==> src/rtl/dac_pkg.sv <==
// Shared definitions for the DAC SPI link: frame geometry and receiver states.
package dac_pkg;
  localparam int DAC_DATA_WIDTH = 24;
  localparam int DAC_CODE_WIDTH = 16;

  typedef enum logic [1:0] {
    IDLE,
    SHIFT,
    FULL
  } spi_rx_state_t;
endpackage

==> src/rtl/sync_ff.sv <==
// One-bit multi-flop synchronizer with a selectable reset value, so idle-high
// lines do not produce a spurious edge when reset is released.
module sync_ff #(
  parameter int   STAGES  = 2,
  parameter logic RST_VAL = 1'b0
) (
  input  logic clk_i,
  input  logic arst_ni,
  input  logic d,
  output logic q
);
  logic [STAGES-1:0] stages;

  always_ff @(posedge clk_i or negedge arst_ni) begin
    if (!arst_ni) stages <= {STAGES{RST_VAL}};
    else          stages <= {stages[STAGES-2:0], d};
  end

  assign q = stages[STAGES-1];
endmodule

==> src/rtl/spi_slave_i.sv <==
// Oversampling SPI receiver for 24-bit DAC frames. All three serial lines are
// synchronized into clk_i; completed frames are offered with a valid/ack handshake.
module spi_slave_i
  import dac_pkg::*;
#(
  parameter int DATA_WIDTH  = DAC_DATA_WIDTH,
  parameter int CODE_WIDTH  = DAC_CODE_WIDTH,
  parameter int SYNC_STAGES = 2
) (
  input  logic                  clk_i,
  input  logic                  arst_ni,
  input  logic                  sync_i,
  input  logic                  sclk_i,
  input  logic                  sdi_i,
  output logic [DATA_WIDTH-1:0] data_o,
  output logic [CODE_WIDTH-1:0] code_o,
  output logic                  valid_o,
  input  logic                  ack_i,
  output logic                  busy_o,
  output logic                  frame_err_o,
  output logic                  overrun_o
);
  localparam int CNT_W = $clog2(DATA_WIDTH + 1);

  logic sync_s, sclk_s, sdi_s;
  logic sync_q, sclk_q, sdi_q;
  logic sync_rise, sync_fall, sclk_fall;

  spi_rx_state_t         state;
  logic [CNT_W-1:0]      cnt;
  logic [DATA_WIDTH-1:0] shreg;
  logic                  extra;

  sync_ff #(.STAGES(SYNC_STAGES), .RST_VAL(1'b1)) u_sync_sync (
    .clk_i(clk_i), .arst_ni(arst_ni), .d(sync_i), .q(sync_s)
  );
  sync_ff #(.STAGES(SYNC_STAGES), .RST_VAL(1'b1)) u_sync_sclk (
    .clk_i(clk_i), .arst_ni(arst_ni), .d(sclk_i), .q(sclk_s)
  );
  sync_ff #(.STAGES(SYNC_STAGES), .RST_VAL(1'b0)) u_sync_sdi (
    .clk_i(clk_i), .arst_ni(arst_ni), .d(sdi_i), .q(sdi_s)
  );

  // Edge events are registered pulses; sdi is delayed alongside so the bit
  // captured is the one present when the sclk fall was seen.
  // NOTE: every clocked assignment is non-blocking so all flops update from
  // pre-edge values, regardless of statement order.
  always_ff @(posedge clk_i or negedge arst_ni) begin
    if (!arst_ni) begin
      sync_q    <= 1'b1;
      sclk_q    <= 1'b1;
      sdi_q     <= 1'b0;
      sync_rise <= 1'b0;
      sync_fall <= 1'b0;
      sclk_fall <= 1'b0;
    end else begin
      sync_q    <= sync_s;
      sclk_q    <= sclk_s;
      sdi_q     <= sdi_s;
      sync_rise <= sync_s & ~sync_q;
      sync_fall <= ~sync_s & sync_q;
      sclk_fall <= ~sclk_s & sclk_q & ~sync_s;
    end
  end

  // NOTE: the shift register and counter are reset explicitly, since a frame
  // cut short by reset must not leak bits into the next one.
  always_ff @(posedge clk_i or negedge arst_ni) begin
    if (!arst_ni) begin
      state       <= IDLE;
      cnt         <= '0;
      shreg       <= '0;
      extra       <= 1'b0;
      data_o      <= '0;
      valid_o     <= 1'b0;
      frame_err_o <= 1'b0;
      overrun_o   <= 1'b0;
    end else begin
      frame_err_o <= 1'b0;
      overrun_o   <= 1'b0;
      if (valid_o && ack_i) valid_o <= 1'b0;

      case (state)
        IDLE: begin
          if (sync_fall) begin
            state <= SHIFT;
            cnt   <= '0;
            shreg <= '0;
          end
        end
        SHIFT: begin
          if (sync_rise) begin
            frame_err_o <= 1'b1;
            state       <= IDLE;
          end else if (sclk_fall) begin
            shreg <= {shreg[DATA_WIDTH-2:0], sdi_q};
            cnt   <= cnt + 1'b1;
            if (cnt == CNT_W'(DATA_WIDTH - 1)) state <= FULL;
          end
        end
        FULL: begin
          // A sync rise takes priority over a coincident sclk fall.
          if (sync_rise) begin
            if (extra) begin
              frame_err_o <= 1'b1;
            end else begin
              data_o    <= shreg;
              valid_o   <= 1'b1;
              overrun_o <= valid_o && !ack_i;
            end
            extra <= 1'b0;
            state <= IDLE;
          end else if (sclk_fall) begin
            extra <= 1'b1;
          end
        end
        default: state <= IDLE;
      endcase
    end
  end

  assign code_o = data_o[CODE_WIDTH-1:0];
  assign busy_o = (state != IDLE);
endmodule

==> config.mk <==
export PLATFORM = sky130hd
export DESIGN_NAME = spi_slave_i
export DESIGN_NICKNAME = d
export VERILOG_FILES = /design/src/rtl/dac_pkg.sv /design/src/rtl/sync_ff.sv /design/src/rtl/spi_slave_i.sv
export SDC_FILE = /design/constraint.sdc
export NUM_CORES = 1
export LEC_CHECK = 0
export ABC_CLOCK_PERIOD_IN_PS = 1900
export BUFFER_PORTS_ARGS = -buffer_cell sky130_fd_sc_hd__buf_2
export CAP_MARGIN = 0
export CELL_PAD_IN_SITES_DETAIL_PLACEMENT = 0
export CELL_PAD_IN_SITES_GLOBAL_PLACEMENT = 2
export CORE_UTILIZATION = 38
export CTS_CLUSTER_SIZE = 24
export DETAILED_ROUTE_END_ITERATION = 8
export PLACE_DENSITY_LB_ADDON = 0.15
export SLEW_MARGIN = 0
export SYNTH_ARGS = -nofsm -noshare
export SYNTH_HDL_FRONTEND = slang
export SYNTH_SLANG_ARGS = --single-unit
==> constraint.sdc <==
create_clock -name clk_i -period 1.9 [get_ports clk_i]
set_input_delay 0.19 -clock clk_i [delete_from_list [all_inputs] [get_ports clk_i]]
set_output_delay 0.19 -clock clk_i [all_outputs]
set_load 0.005 [all_outputs]
==> results.sh <==
export IMPL_end_kind="flop"
export IMPL_maxCapViolCount=0
export IMPL_area_growth_pct=17.4
export IMPL_syn_num_nets=201
export IMPL_worstPathArrival_ns=1.94
export IMPL_rows=30
export IMPL_final_cell_area_um2=3260
export IMPL_drive_gt1_share_pct=43.0
export IMPL_tightest_slew_ns=0.378
export IMPL_fin_ws_ns=0.185
export IMPL_cts_buffers=9
export IMPL_die_y_um=87.5
export IMPL_dp_worst_setup_slack_ns=0.203
export IMPL_leakage_nw=1.75
export IMPL_antenna_found_initial=0
export IMPL_clock_skew_ns=0.00781
export IMPL_slew_headroom_pct=74.8
export IMPL_route_detailed_drc=0
export IMPL_die_area_um2=7650
export IMPL_ys_seq_area_share_pct=64.3
export IMPL_rsz0062_at_grt="no"
export IMPL_wl_per_cell_um=13.2
export IMPL_drv_slew=0
export IMPL_crit_type="reg2reg"
export IMPL_synth_cell_types=27
export IMPL_hp_class="in2reg"
export IMPL_post_route_min_period_ns=1.72
export IMPL_tns_ns=0
export IMPL_crit_path_start_kind="flop"
export IMPL_core_um2=6910
export IMPL_fmax_ghz=0.583
export IMPL_dp_hpwl_um=2880
export IMPL_io_buffers=49
export IMPL_setup_viol=0
export IMPL_postPlaceCellArea_um2=3030
export IMPL_clockBufferDepth=2
export IMPL_io_pins=50
export IMPL_drt_iter0_drc=46
export IMPL_synth_area_um2=2780
export IMPL_hold_violations=0
export IMPL_grt_max_degree=72
export IMPL_worstPathMaxFanout=26
export IMPL_insertion_delay_ns=0.33
export IMPL_finalCritPeriodShare_pct=90.3
export IMPL_cts_resized_gates=0
export IMPL_first_pass_iters=4
export IMPL_routed_wirelength_um=4460
export IMPL_ir_drop_uv=335
export IMPL_cts_htree_levels=3
export IMPL_status="finished clean"
export IMPL_power_total_mw=3.11
export IMPL_grt_pass1_vias=1529
export IMPL_power_density_nw_per_um2=954
export IMPL_avgSynthCellArea_um2=14.5
export IMPL_synthCells=191
export IMPL_vias_per_cell=4.73
export IMPL_ys_seq_elements=71
export IMPL_track_usage_pct=13.3
export IMPL_finalNonFillerCells=338
export IMPL_numClockSinks=71
export IMPL_routabilityCongestion=0.661
export IMPL_dieWidth_um=87.5
export IMPL_dr_total_vias=1598
export IMPL_final_core_util_pct=47.2
export IMPL_initial_core_util_pct=40.2
export IMPL_cts_root_buf="clkbuf_8"
export IMPL_final_nets=247
export IMPL_cts_tree="yes"
export IMPL_grt_pass1_wl_um=7490
export IMPL_grt_ovfl_total=0
export IMPL_clk_pin_slew_ns=0.07
export IMPL_antenna_left=0
export IMPL_holdWs_ns=0.118
export IMPL_dp_cells=318
export IMPL_yosysWarnings=0
export IMPL_antenna_cells=0
export IMPL_cp_required_ns=2.12
==> routing by layer <==
| layer | GRT usage, % | routed length, µm | vias to the layer above |
|---|---|---|---|
| li1 | - | - | 749 |
| met5 | 0 | 0 | - |
| met2 | 18.8 | 1990 | 36 |
| met4 | 6.71 | 92 | 0 |
| met1 | 18.4 | 2190 | 805 |
| met3 | 4.17 | 182 | 8 |
==> logic make-up (layout without fill, tap and decap cells) <==
group | after synthesis | after routing | share of synthesized area [%]
xor gates and xnor gates | 3 | 3 | 0.947
DFF | 71 | 71 | 64.3
and+or+nand+nor | 22 | 22 | 5.00
muxes | 26 | 26 | 10.5
buffers and inverters | 29 | 80 | 7.26
adders and majority gates | 4 | 4 | 1.80
AOI/OAI and AO/OA | 36 | 36 | 10.2
==> flip-flops by register name (all words and copies together) (netlist names), 2 cells and up <==
name	count
u_sync_sclk.stages	2
data_o	24
u_sync_sdi.stages	2
cnt	5
state	2
shreg	24
u_sync_sync.stages	2
==> synth_stat cells (all sizes together) <==
cell,count,area (µm²)
nor2,8,32.5
dfrtp,65,1630
nand2b,2,20.0
o21ai,1,5.00
a21o,1,7.51
and2b,1,7.51
xnor2,3,26.3
a22o,25,219
mux2i,1,10.0
nor2b,2,12.5
nand2,3,11.3
mux2,25,282
buf,23,179
nor3b,1,7.51
dfstp,6,158
a21oi,6,30.0
inv,6,22.5
nand3b,2,31.3
a211oi,3,22.5
nand3,2,10.0
ha,4,50.1
nand4,1,6.26
==> worst paths after layout <==
kind | endpoint | startpoint | slack, ns | cells after the start
max reg2reg | cnt[0] | state[0] | 0.18 | 6
max | cnt[0] | state[0] | 0.18 | 6
min reg2reg | u_sync_sdi.stages[1] | u_sync_sdi.stages[0] | 0.35 | 0
max in group asynchronous | sclk_q | arst_ni | 1.18 | 3
min | overrun_o | ack_i | 0.12 | 3
min in group asynchronous | extra | arst_ni | 0.41 | 3
==> placed cells by master (no fill, tap or decap) <==
master	synthesis	layout
a211oi_1	3	3
a22o_1	25	25
nand2b_4	1	1
nor2_1	7	7
a21oi_1	6	6
nor3b_1	1	1
inv_1	6	6
dfrtp_1	65	65
clkbuf_1	0	1
nand3b_2	1	1
o21ai_0	1	1
mux2i_1	1	1
buf_12	0	2
nor2_2	1	1
a21o_1	1	1
nand3b_4	1	1
clkbuf_8	0	13
dlygate4sd3_1	0	4
clkinvlp_4	0	1
buf_2	2	49
nand2b_1	1	1
nand4_1	1	1
xnor2_1	3	3
nand2_1	3	3
clkinv_2	0	1
mux2_2	25	25
and2b_1	1	1
ha_1	4	4
dfstp_2	6	6
nor2b_1	2	2
nand3_1	2	2
buf_4	18	3
==> worst max-delay path, cell delays in order, from the launching register on <==
cell	delay [ns]
dfrtp_1	0.37
inv_1	0.08
ha_1	0.25
and2b_1	0.24
a21o_1	0.17
buf_4	0.21
mux2_2	0.28
==> report_power, final <==
part           internal [mW]  switching (mW)  leakage [nW]
sequential              1.57          0.0349         0.958
clock                  0.616           0.522        0.0987
combinational          0.136           0.239         0.692
total                   2.32           0.795          1.75
==> area by class of cell <==
type                    count  area, µm²
clock buffers              14        183
clock inverters             2       12.5
fillers                   648       3650
inverters                   6       22.5
multi-input cells          91        791
flip-flops and latches     71       1780
well taps                  96        120
repair buffers             58        348
==> repair_timing <==
item,4_1_cts,5_1_grt
setup buffers,0,0
hold buffers,4,0
endpoints found under the hold margin,68,0
Note: power is estimated with default switching activity, not from simulation.
